[config.mk]
export PLATFORM = sky130hd
export DESIGN_NAME = if_stage
export DESIGN_NICKNAME = d
export VERILOG_FILES = /design/src/rtl/if_pkg.sv /design/src/rtl/pc_next_mux.sv /design/src/rtl/if_stage.sv
export SDC_FILE = /design/constraint.sdc
export NUM_CORES = 1
export LEC_CHECK = 0
export CORE_UTILIZATION = 39
export CTS_CLUSTER_SIZE = 25
export DETAILED_ROUTE_END_ITERATION = 7
export GPL_ROUTABILITY_DRIVEN = 1
export GPL_TIMING_DRIVEN = 0
export PLACE_DENSITY = 0.81
export SETUP_SLACK_MARGIN = 0.02
export SYNTH_ARGS = -nofsm -noshare
export SYNTH_HDL_FRONTEND = slang
export SYNTH_SLANG_ARGS = --single-unit
[constraint.sdc]
create_clock -name clk -period 1.9 [get_ports clk]
set_clock_uncertainty 0.05 [all_clocks]
set_input_delay 0.38 -clock clk [delete_from_list [all_inputs] [get_ports clk]]
set_output_delay 0.38 -clock clk [all_outputs]
set_load 0.01 [all_outputs]
[src/rtl/if_pkg.sv]
// Shared defaults and the next-PC select encoding for the instruction-fetch stage.
package if_pkg;

    localparam int          DEF_XLEN     = 32;
    localparam logic [31:0] DEF_RESET_PC = 32'h0000_0000;
    localparam logic [31:0] DEF_PC_STEP  = 32'd4;

    // Which source the next fetch PC comes from, listed in priority order.
    typedef enum logic [1:0] {
        SEL_FLUSH = 2'd0,
        SEL_HOLD  = 2'd1,
        SEL_PRED  = 2'd2,
        SEL_SEQ   = 2'd3
    } pc_sel_t;

endpackage

[src/rtl/pc_next_mux.sv]
// Next-PC priority encoder and mux: flush > stall > predicted taken > sequential.
// With IF_ALIGN_EN defined, loaded targets have bits[1:0] cleared and a
// misaligned-load indication is produced alongside next_pc.
module pc_next_mux
    import if_pkg::*;
#(
    parameter int              XLEN    = DEF_XLEN,
    parameter logic [XLEN-1:0] PC_STEP = XLEN'(DEF_PC_STEP)
) (
    input  logic [XLEN-1:0] cpc,
    input  logic [XLEN-1:0] pc_branch,
    input  logic [XLEN-1:0] control_pc,
    input  logic            flush,
    input  logic            nop,
    input  logic            prediction,
`ifdef IF_ALIGN_EN
    output logic            load_misaligned,
`endif
    output logic [XLEN-1:0] next_pc,
    output pc_sel_t         sel
);

`ifdef IF_ALIGN_EN
    localparam logic [XLEN-1:0] ALIGN_MASK = {{(XLEN-2){1'b1}}, 2'b00};
`endif

    // Fixed-priority selection of the next PC source.
    always_comb begin
        sel = SEL_SEQ;
        if (flush) begin
            sel = SEL_FLUSH;
        end else if (nop) begin
            sel = SEL_HOLD;
        end else if (prediction) begin
            sel = SEL_PRED;
        end
    end

    // Route the selected source; sequential addition wraps modulo 2^XLEN.
    always_comb begin
        next_pc = cpc + PC_STEP;
`ifdef IF_ALIGN_EN
        load_misaligned = 1'b0;
`endif
        case (sel)
`ifdef IF_ALIGN_EN
            SEL_FLUSH: begin
                next_pc         = control_pc & ALIGN_MASK;
                load_misaligned = |control_pc[1:0];
            end
            SEL_PRED: begin
                next_pc         = pc_branch & ALIGN_MASK;
                load_misaligned = |pc_branch[1:0];
            end
`else
            SEL_FLUSH: next_pc = control_pc;
            SEL_PRED:  next_pc = pc_branch;
`endif
            SEL_HOLD:  next_pc = cpc;
            default:   next_pc = cpc + PC_STEP;
        endcase
    end

endmodule

[src/rtl/if_stage.sv]
// Instruction-fetch PC register. Holds cpc and loads the next PC chosen by
// pc_next_mux on every rising edge; rst is asynchronous, active-low.
// Optional feature macro: IF_ALIGN_EN (clears target bits[1:0] and adds the
// registered misalign output). sel is exported for observability.
module if_stage
    import if_pkg::*;
#(
    parameter int              XLEN     = DEF_XLEN,
    parameter logic [XLEN-1:0] RESET_PC = XLEN'(DEF_RESET_PC),
    parameter logic [XLEN-1:0] PC_STEP  = XLEN'(DEF_PC_STEP)
) (
    input  logic            clk,
    input  logic            rst,
    output logic [XLEN-1:0] cpc,
    input  logic [XLEN-1:0] pc_branch,
    input  logic            NOP,
    input  logic            flush,
    input  logic            prediction,
    input  logic [XLEN-1:0] control_pc,
`ifdef IF_ALIGN_EN
    output logic            misalign,
`endif
    output pc_sel_t         sel
);

    logic [XLEN-1:0] next_pc;
`ifdef IF_ALIGN_EN
    logic            load_misaligned;
`endif

    pc_next_mux #(
        .XLEN    (XLEN),
        .PC_STEP (PC_STEP)
    ) u_pc_next_mux (
        .cpc             (cpc),
        .pc_branch       (pc_branch),
        .control_pc      (control_pc),
        .flush           (flush),
        .nop             (NOP),
        .prediction      (prediction),
`ifdef IF_ALIGN_EN
        .load_misaligned (load_misaligned),
`endif
        .next_pc         (next_pc),
        .sel             (sel)
    );

    // Fetch PC register: forced to RESET_PC while rst is low, else loads next_pc.
    always_ff @(posedge clk or negedge rst) begin
        if (!rst) begin
            cpc <= RESET_PC;
        end else begin
            cpc <= next_pc;
        end
    end

`ifdef IF_ALIGN_EN
    // Misalign flag: high for the one cycle following a load of an unaligned target.
    always_ff @(posedge clk or negedge rst) begin
        if (!rst) begin
            misalign <= 1'b0;
        end else begin
            misalign <= load_misaligned;
        end
    end
`endif

endmodule

==> summary.md, run 1 <==
| Metric | Value |
|---|---|
| Status | `finished, violations left` |
| Failing checks | `negative setup slack` |
| Largest regs | `cpc x32` |
| DP Cell Count | `479` |
| Setup CP Type | `reg -> reg` |
| Diodes inserted | `0` |
| Sequential element share of the synthesized area | `0.324` |
| VDD IR max | `a little over 0.4 mV` |
| Slew of the pin with the lowest slew margin | `0.778 ns` |
| Pins Over Slew Limit | `0` |
| Die Span Y | `81.6 microns` |
| Max Clk Rate | `approximately 0.50 GHz` |
| Synth unique cells | `53` |
| Cell count after synthesis | `303` |
| Synth top area cells | `dfrtp_1 32%, nand2_1 4.4%, o211ai_1 4.3%` |
| Num rows | `28` |
| Largest net degree at the start of global routing | `33` |
| Worst hold slack | `0.0907 ns` |
| Critical path capture point type | `register` |
| # IOs | `between 100 and 150` |
| Worst EP arrival | `around 2.1 ns` |
| Final Wtd Congestion | `roughly 0.94` |
| Die area | `6660 sq um` |
| Crit-path max FO | `5` |
| Post-synth EDFFs | `0` |
| CTS tree | `built` |
| GRT overflow | `0` |
| Vias | `about 3400` |
| Routed wire length | `approximately 10000 microns` |
| Most used DFF post-synth | `dfrtp_1` |
| Synth Area per Inst | `8.16 sq um` |
| Wire per inst | `19.9 microns` |
| Total Nets Final | `roughly 520` |
| Antenna violations before repair | `0` |
| Syn Std Cell Area | `2470 sq um` |
| Rel. slew slack | `0.482` |
| Post-synth top area share | `0.324` |
| Worst reg2reg startpoint | `cpc[3]` |
| Starting density of the core | `0.410` |
| Static leakage | `between 1.5 and 2 nW` |
| Total of max-cap violations | `0` |
| Maximum clock path buffer count | `2` |
| Initial DRC Count | `between 300 and 400` |
| First-pass GRT wire length | `approximately 15000 microns` |
| Minimum clock period | `1.99 ns` |
| Gr usage total | `0.305` |
| Clk_lat worst skew | `approximately 0.3 ns` |
| Register with the most flip-flops | `cpc` |
| Clk sinks | `32` |
| Power Total | `roughly 0.0024 W` |
| FF-to-FF End | `cpc[25]` |
| Synth area leader | `dfrtp_1` |
| Fin crit share | `1.05` |
| Layout cells sized above 1 | `0.225` |
| Yosys warns | `0` |
| Routed vias/inst | `approximately 6.4` |
| Clock buffer count from CTS | `5` |
| Post-route DRC violation count | `0` |
| Core area | `between 6000 and 7000 sq um` |
| Min-Delay Path Class | `in -> async` |
| Dpl hpwl | `between 6000 and 7000 microns` |
| Largest register FFs | `32` |
| Net Count, Synth | `between 300 and 400` |
| Internal reg-to-reg setup slack | `-0.09 ns` |
| Worst path required time | `about 2 ns` |
| Clock slew at reported path FFs | `approximately 0.080 ns` |
| ANT nets after route | `0` |
| CP startpoint kind | `register` |
| Fill cell count | `between 400 and 500` |
| First drt pass iteration count | `6` |
| Area Overhead vs Synth | `69.0%` |
| Final hold vios | `0` |
| Die W | `between 80 and 90 microns` |
| Vias in the first global route | `3080` |
| RSZ-0062 raised after global routing | `yes` |
| Root buf cell | `clkbuf_8` |
| PortBufs | `just over 100` |
| Final setup viols | `6` |
| Post-synthesis async set-or-reset flop share | `1.00` |
| Fin cells | `between 500 and 600` |
| Yosys reg bits | `32` |
| CTS Hold Bufs | `0` |
| H-Tree Depth | `2` |
| Worst r2r path cells | `6` |
| Cell Pwr Density | `approximately 570 nW/um^2` |
| Setup slack after layout | `-0.0927 ns` |
-- layout make-up --
cell class              instances  area [sq um]  area share
repair buffers                139          1290       0.310
multi-input cells             244          1760       0.422
flip-flops and latches         32           816       0.195
clock buffers                   7          76.3      0.0183
inverters                       7          27.5     0.00659
clock inverters                 1          5.00     0.00120
well taps                      75          93.8      0.0225
plain buffers                  18           101      0.0243
-- worst max path at each step --
stage	slack (ns)	endpoint	start
after floorplan	0.02	cpc[18]	cpc[3]
after global routing	-0.14	cpc[31]	cpc[3]
final	-0.09	cpc[25]	cpc[3]
after CTS	-0.06	cpc[26]	cpc[3]
after detailed placement	-1.04	sel[0]	prediction
after global placement	-1.06	sel[0]	prediction
-- timing repair --
| item | 4_1_cts | 5_1_grt |
|---|---|---|
| setup endpoints to repair | 34 | 26 |
| endpoints found under the hold margin | 0 | 0 |
| resized for setup | 48 | 21 |
| buffers inserted | 20 | 21 |
| pin swaps | 10 | 18 |
-- Yosys cell counts (3+ instances only) --
cell / number
mux2i_1: 6
nand2_1: 29
nand4b_1: 4
and4_1: 4
clkbuf_1: 16
or4_1: 4
or3_1: 4
nor2b_1: 10
o311ai_0: 4
nand4_1: 7
o31ai_1: 10
nor3_1: 9
dfrtp_1: 32
nand2b_1: 6
nor2_1: 13
o21a_1: 3
o21ai_0: 21
a211oi_1: 3
o22ai_1: 4
a21oi_1: 12
inv_1: 5
and3_1: 8
o211ai_1: 14
a221oi_1: 4
nor4_1: 6
o211a_1: 3
nand3_1: 16
a22oi_1: 11
-- power breakdown --
| part | internal, W | switching, W | leakage (nW) | total [W] |
|---|---|---|---|---|
| logic | 0.000502 | 0.000428 | 1.24 | 0.000930 |
| registers | 0.000771 | 0.000137 | 0.368 | 0.000908 |
| clock network | 0.000257 | 0.000282 | 0.0422 | 0.000539 |
-- critical path, stage by stage, from the launching register on --
cell and delay (ns):
dfrtp_2 0.44, buf_6 0.12, nand4_1 0.12, buf_4 0.18, or4_4 0.60, o311ai_4 0.28, nand3_1 0.09
-- per-stage QoR --
stage	setup WS, ns	area [sq um]	util	TNS (ns)
after floorplan	0.0221	2500	-	0
after global placement	-1.06	3610	0.599	-33.09
after detailed placement	-1.04	3600	0.598	-22.29
after CTS	-0.0634	3960	0.657	-0.130
after global routing	-0.142	4180	0.693	-0.727
final	-0.0927	4180	0.693	-0.433
-- metal layers --
| metal | GRT usage | up-vias | part of all wire |
|---|---|---|---|
| met4 | 0.123 | 0 | 0.034 |
| met3 | 0.0844 | 48 | 0.12 |
| met1 | 0.367 | 1561 | 0.38 |
| met5 | 0 | - | 0 |
| met2 | 0.513 | 259 | 0.47 |
| li1 | - | 1484 | - |
-- cell usage in the layout, fill, tap and decap left out, types with 4 or more instances in the layout --
cell type and count:
clkdlybuf4s50_1 95, o21ai_0 20, or4_4 4, clkbuf_1 9
nor2_1 11, and4_1 4, o31ai_1 9, o22ai_1 4
dfrtp_1 20, nand2_1 27, a22oi_1 11, buf_4 36
inv_1 4, nand4b_1 4, nand3_1 15, dfrtp_2 12
clkbuf_2 6, nand4_1 7, o211ai_1 14, nand2b_1 5
a21oi_1 10, mux2i_1 6, nor2b_1 10, clkbuf_8 6
nor3_1 7, and3_1 7, or3_1 4
-- kinds of logic (layout without fill, tap and decap cells) --
logic type | count (synthesis) | count (layout) | share of synthesized area
multiplexers | 6 | 6 | 0.0243
AND/OR/NAND/NOR | 129 | 129 | 0.295
AO/OA/AOI/OAI | 108 | 108 | 0.309
adder cells (fa/ha/maj) | 1 | 1 | 0.00506
flip-flops | 32 | 32 | 0.324
buffers and inverters | 27 | 172 | 0.0420
Power figures use the tool's default switching activity.
==> run 2: changes to the inputs <==
- CORE_MARGIN: not set -> 10
==> run 2 against run 1 <==
The run still ends with negative setup slack left. Die area is 49% higher. Critical path depth is 1 lower. Sequential power hardly changed. Global-route usage is 10 points lower. Clock-buffer cell count stayed put. Core utilization is 1.9 points lower. Sequential share of layout area is 0.65 points higher. Cell count is 1.1% lower. Setup slack better by 0.052 ns.
==> summary.md, run 2 (synthesized netlist as in run 1, its figures left out) <==
| Metric | Value |
|---|---|
| Status | `finished, violations left (unchanged)` |
| Failing checks | `negative setup slack (unchanged)` |
| Critical path capture point type | `register (unchanged)` |
| Die W | `99.6 microns (was 81.6 microns)` |
| Layout cells sized above 1 | `0.204 (was 0.225)` |
| Internal reg-to-reg setup slack | `-0.04 ns (was -0.09 ns)` |
| Largest net degree at the start of global routing | `33 (unchanged)` |
| First drt pass iteration count | `5 (was 6)` |
| Root buf cell | `clkbuf_8 (unchanged)` |
| First-pass GRT wire length | `16400 microns (was 15300 microns)` |
| Cell chain of the critical path | `nand3_4 -> or4_4 -> buf_8 -> o311ai_1 -> o211ai_1 (was buf_6 -> nand4_1 -> buf_4 -> or4_4 -> o311ai_4 -> nand3_1)` |
| Most common cell after layout, fill and taps aside | `clkdlybuf4s50_1 (unchanged)` |
| Largest regs | `cpc x32 (unchanged)` |
| Psw | `0.000834 W (was 0.000847 W)` |
| Core area | `6030 sq um (unchanged)` |
| Gr usage total | `0.201 (was 0.305)` |
| Cell Pwr Density | `580 nW/um^2 (was 569 nW/um^2)` |
| Num rows | `28 (unchanged)` |
| WL met2 | `4910 microns (was 4940 microns)` |
| # IOs | `103 (unchanged)` |
| H-Tree Depth | `2 (unchanged)` |
| Total Nets Final | `511 (was 517)` |
| CP startpoint kind | `register (unchanged)` |
| Wire per inst | `20.9 microns (was 19.9 microns)` |
| Crit-path max FO | `10 (was 5)` |
| Static leakage | `1.61 nW (was 1.65 nW)` |
| Clock share of power | `0.235 (was 0.227)` |
| Clock buffer count from CTS | `5 (unchanged)` |
| GRT overflow | `0 (unchanged)` |
| Vias | `3297 (was 3352)` |
| WP buf/inv | `1 (was 2)` |
| RSZ-0062 raised after global routing | `yes (unchanged)` |
| Slowest cell on the critical path | `or4_4 (unchanged)` |
| Routed vias/inst | `6.38 (was 6.41)` |
| VDD IR max | `0.338 mV (was 0.409 mV)` |
| Clk_lat worst skew | `0.31 ns (was 0.30 ns)` |
| Vias in the first global route | `3209 (was 3080)` |
| Net Sw Frac | `0.354 (was 0.356)` |
| Delay-heaviest family, CP | `simple AND/OR/NAND/NOR gates (unchanged)` |
| Fin crit share | `1.02 (was 1.05)` |
| Commonest non-fill, non-tap cells in the layout | `93 x clkdlybuf4s50_1, 30 x buf_4, 28 x nand2_1 (was 95 x clkdlybuf4s50_1, 36 x buf_4, 27 x nand2_1)` |
| Worst path required time | `2.02 ns (was 2.03 ns)` |
| Register with the most flip-flops | `cpc (unchanged)` |
| Area Overhead vs Synth | `64.3% (was 69.0%)` |
| Combinational share of power | `0.381 (was 0.391)` |
| Dpl hpwl | `7360 microns (was 6610 microns)` |
| Routed wire length | `10800 microns (was 10400 microns)` |
| Metal3 WL | `1300 microns (was 1200 microns)` |
| DP Cell Count | `479 (unchanged)` |
| Max Clk Rate | `0.515 GHz (was 0.502 GHz)` |
| Pre-CTS WS | `-1.04 ns (about the same)` |
| Rel. slew slack | `0.479 (was 0.482)` |
| ANT nets after route | `0 (unchanged)` |
| Slew of the pin with the lowest slew margin | `0.781 ns (was 0.778 ns)` |
| Largest register FFs | `32 (unchanged)` |
| Sequential Power Share | `0.384 (was 0.382)` |
| Initial DRC Count | `291 (was 349)` |
| Worst hold slack | `0.101 ns (was 0.0907 ns)` |
| Die area | `9920 sq um (was 6660 sq um)` |
| Post-route DRC violation count | `0 (unchanged)` |
| Minimum clock period | `1.94 ns (was 1.99 ns)` |
| Diodes inserted | `0 (unchanged)` |
| Worst EP arrival | `2.06 ns (was 2.12 ns)` |
| Final setup viols | `1 (was 6)` |
| DR top layer | `met4 (unchanged)` |
| Die Span Y | `99.6 microns (was 81.6 microns)` |
| Clock slew at reported path FFs | `0.08 ns (about the same)` |
| Fin cells | `517 (was 523)` |
| Internal power | `0.00152 W (was 0.00153 W)` |
| Total of max-cap violations | `0 (unchanged)` |
| Final Wtd Congestion | `0.953 (was 0.940)` |
| Min-Delay Path Class | `in -> async (unchanged)` |
| M1 WL | `4230 microns (was 3910 microns)` |
| Starting density of the core | `0.410 (unchanged)` |
| Maximum clock path buffer count | `2 (unchanged)` |
| CTS tree | `built (unchanged)` |
| Clk sinks | `32 (unchanged)` |
| PortBufs | `101 (unchanged)` |
| Setup CP Type | `reg -> reg (unchanged)` |
| Antenna violations before repair | `0 (unchanged)` |
| Setup slack after layout | `-0.0402 ns (was -0.0927 ns)` |
| Slowest stage delay, CP | `0.58 ns (was 0.60 ns)` |
| Pins Over Slew Limit | `0 (unchanged)` |
| Final hold vios | `0 (unchanged)` |
-- run 2: cell count changes in the layout (fill, tap and decap cells not counted), sizes merged, moves of 2 or more --
cell and change:
buf -5, clkbuf -2, clkdlybuf4s50 -2, dlymetal6s2s +2
-- run 2: worst paths after layout --
path | from | end | cells after the start
min reg2reg | cpc[1] | cpc[1] | 2
max | cpc[8] | cpc[26] | 5
min | rst | cpc[14] | 1
min in group clk | cpc[1] | cpc[1] | 2
max in group asynchronous | rst | cpc[11] | 1
max reg2reg | cpc[8] | cpc[26] | 5
-- run 2: per-layer routing --
| metal | vias up | global-route usage |
|---|---|---|
| li1 | 1463 | - |
| met1 | 1553 | 0.241 |
| met2 | 233 | 0.315 |
| met3 | 48 | 0.0727 |
| met4 | 0 | 0.0871 |
| met5 | - | 0 |
-- run 2: power by group through the flow --
stage | Clock [W] | Combinational [W] | Sequential [W]
finish | 0.000553 | 0.000897 | 0.000905
global route | 0.000583 | 0.000966 | 0.000917
CTS | 0.000542 | 0.000834 | 0.000902
detailed placement | 0 | 0.000784 | 0.000917
global placement | 0 | 0.000768 | 0.000912
floorplan | 0 | 0.000315 | 0.000930
-- run 2: what timing repair did --
item                                    4_1_cts  5_1_grt
gates cloned                                  0        0
gates resized for setup                      41       18
pin swaps                                     9       12
hold buffers                                  0        0
endpoints found under the setup margin       34       19
setup buffers                                15       17
hold endpoints to repair                      0        0
-- run 2: layout make-up --
| type | instances | area [sq um] |
|---|---|---|
| fill | 488 | 1970 |
| multi-input combinational | 244 | 1680 |
| timing repair buffer | 133 | 1260 |
| sequential | 32 | 820 |
| buffer | 18 | 93.8 |
| tap | 75 | 93.8 |
| clock buffer | 7 | 76.3 |
| inverter | 7 | 28.8 |
| clock inverter | 1 | 5.00 |
-- run 2: worst reg2reg max path, stage by stage (launching register included) --
cell      delay, ns
dfrtp_2        0.44
nand3_4        0.17
or4_4          0.58
buf_8          0.15
o311ai_1       0.30
o211ai_1       0.13
-- run 2: per-stage QoR --
step	area, sq um	setup TNS, ns	total power, W	utilization
floorplan	2500	0	0.00125	-
global placement	3610	-32.72	0.00168	0.599
detailed placement	3600	-22.95	0.00170	0.598
CTS	3890	-0.0572	0.00228	0.646
global route	4060	-0.299	0.00247	0.674
finish	4060	-0.0402	0.00236	0.674
==> run 3: changes to the inputs <==
- SLEW_MARGIN: not set -> 20
==> run 3 against run 2 <==
The run still ends with negative setup slack left. Setup slack better by 0.024 ns. Non-clock buffer count shrank 2. Design area fell by 0.34%. Clock-buffer cell count did not move. First-iteration DRC count up 28%. Critical path depth unchanged. Register-to-register slack improved by 0.02 ns. Hold slack better by 0.39 ns. Cell count decreased by 0.39%. Maximum frequency is 1.3% higher. Combinational power rose by 4.0%. Die area is the same. Critical endpoint is now cpc[31]. Largest cell class unchanged.
==> summary.md, run 3 (synthesized netlist as in run 1, its figures left out) <==
| Metric | Value |
|---|---|
| Status | `finished, violations left (unchanged)` |
| Failing checks | `negative setup slack (unchanged)` |
| Final setup viols | `1 (unchanged)` |
| Pins Over Slew Limit | `0 (unchanged)` |
| Fin area | `4050 sq um (was 4060 sq um)` |
| GRT overflow | `0 (unchanged)` |
| Final hold vios | `0 (unchanged)` |
| Core area | `6030 sq um (unchanged)` |
| Clock slew at reported path FFs | `0.07 ns (was 0.08 ns)` |
| Area after DPL | `3640 sq um (was 3600 sq um)` |
| First drt pass iteration count | `5 (unchanged)` |
| First-pass GRT wire length | `16400 microns (about the same)` |
| Largest regs | `cpc x32 (unchanged)` |
| Largest net degree at the start of global routing | `22 (was 33)` |
| Die area | `9920 sq um (unchanged)` |
| Post-route DRC violation count | `0 (unchanged)` |
| Setup slack after layout | `-0.0162 ns (was -0.0402 ns)` |
| Gr usage total | `0.199 (was 0.201)` |
| Critical path capture point type | `register (unchanged)` |
| Fill cell count | `492 (was 488)` |
| Worst path required time | `2.06 ns (was 2.02 ns)` |
| Largest register FFs | `32 (unchanged)` |
| Max Clk Rate | `0.522 GHz (was 0.515 GHz)` |
| Slew of the pin with the lowest slew margin | `0.569 ns (was 0.781 ns)` |
| Vias in the first global route | `3142 (was 3209)` |
| Clk_lat worst skew | `0.29 ns (was 0.31 ns)` |
| Most common cell after layout, fill and taps aside | `clkdlybuf4s50_1 (unchanged)` |
| VDD IR max | `0.361 mV (was 0.338 mV)` |
| ANT nets after route | `0 (unchanged)` |
| Starting density of the core | `0.410 (unchanged)` |
| RSZ-0062 raised after global routing | `yes (unchanged)` |
| Die Span Y | `99.6 microns (unchanged)` |
| PortBufs | `101 (unchanged)` |
| Cell Pwr Density | `579 nW/um^2 (was 580 nW/um^2)` |
| Antenna violations before repair | `0 (unchanged)` |
| Dpl hpwl | `7480 microns (was 7360 microns)` |
| Worst EP arrival | `2.08 ns (was 2.06 ns)` |
| Total Nets Final | `509 (was 511)` |
| Maximum clock path buffer count | `2 (unchanged)` |
| # IOs | `103 (unchanged)` |
| Rel. slew slack | `0.621 (was 0.479)` |
| Sum Neg Setup Slack | `-0.0162 ns (was -0.0402 ns)` |
| Final Wtd Congestion | `0.953 (unchanged)` |
| Layout cells sized above 1 | `0.184 (was 0.204)` |
| Commonest non-fill, non-tap cells in the layout | `93 x clkdlybuf4s50_1, 28 x nand2_1, 25 x buf_4 (was 93 x clkdlybuf4s50_1, 30 x buf_4, 28 x nand2_1)` |
| Fin crit share | `1.01 (was 1.02)` |
| Static leakage | `1.61 nW (about the same)` |
| Register with the most flip-flops | `cpc (unchanged)` |
| Crit-path max FO | `7 (was 10)` |
| Minimum clock period | `1.92 ns (was 1.94 ns)` |
| Die W | `99.6 microns (unchanged)` |
| Clk sinks | `32 (unchanged)` |
| CTS tree | `built (unchanged)` |
| Total of max-cap violations | `0 (unchanged)` |
| Routed vias/inst | `6.18 (was 6.38)` |
| Clock buffer count from CTS | `5 (unchanged)` |
| Vias | `3185 (was 3297)` |
| Diodes inserted | `0 (unchanged)` |
| Min-Delay Path Class | `in -> async (unchanged)` |
| Setup CP Type | `reg -> reg (unchanged)` |
| Initial DRC Count | `373 (was 291)` |
| Root buf cell | `clkbuf_8 (unchanged)` |
| CP startpoint kind | `register (unchanged)` |
| Wire per inst | `20.5 microns (was 20.9 microns)` |
| H-Tree Depth | `2 (unchanged)` |
| Routed wire length | `10600 microns (was 10800 microns)` |
| Area Overhead vs Synth | `63.7% (was 64.3%)` |
| Num rows | `28 (unchanged)` |
[run 3: cell count changes in the layout (fill, tap and decap cells not counted), moves of 2 or more]
cell and change:
dfrtp_1 +2, clkbuf_4 +2, dfrtp_2 -2, buf_4 -5
[run 3: timing repair]
item                       4_1_cts  5_1_grt
pin swaps                        4        7
hold endpoints to repair        11        0
setup endpoints to repair       34       19
hold buffers                     1        0
resized for setup               38       17
setup buffers                   20        7
[run 3: worst paths after layout]
path                        start  slack, ns       to  cells after the start
setup / recovery           cpc[5]      -0.02  cpc[31]                      5
hold / removal                rst       0.49  cpc[14]                      2
setup reg to reg           cpc[5]      -0.02  cpc[31]                      5
hold reg to reg            cpc[1]       0.53   cpc[1]                      2
max in group asynchronous     rst       0.88  cpc[17]                      3
min in group clk           cpc[1]       0.53   cpc[1]                      2
[run 3: report_power, final]
group          internal (W)  switching [W]
combinational      0.000507       0.000426
sequential         0.000771       0.000112
clock              0.000257       0.000271
total               0.00154       0.000809
[run 3: worst max-delay path, stage by stage, from the launching register on]
cell	delay, ns
dfrtp_2	0.43
nand4_1	0.15
buf_6	0.17
or4_4	0.46
or3_1	0.40
o211ai_1	0.18
[run 3: layout make-up]
cell class	count	area, sq um	share of cell area
multi-input combinational	244	1660	0.411
buffer	19	104	0.0257
timing repair buffer	130	1260	0.311
clock inverter	1	5.00	0.00124
tap	75	93.8	0.0232
sequential	32	817	0.202
inverter	7	28.8	0.00711
clock buffer	7	76.3	0.0189
[run 3: per-stage QoR]
step	std cells	utilization	worst slack [ns]	hold WS, ns	total power [W]
after global placement	479	0.599	-1.04	0.509	0.00168
after CTS	508	0.656	0.0209	0.505	0.00231
after global routing	515	0.672	-0.0849	0.524	0.00245
after detailed placement	480	0.604	-1.03	0.252	0.00171
after floorplan	303	-	0.0221	0.0344	0.00125
final	515	0.672	-0.0162	0.487	0.00234
[run 3: per-layer routing]
metal,GRT usage,wire (microns)
met1,0.246,4300
met2,0.317,4880
met3,0.0699,1230
met4,0.0606,172
met5,0,0
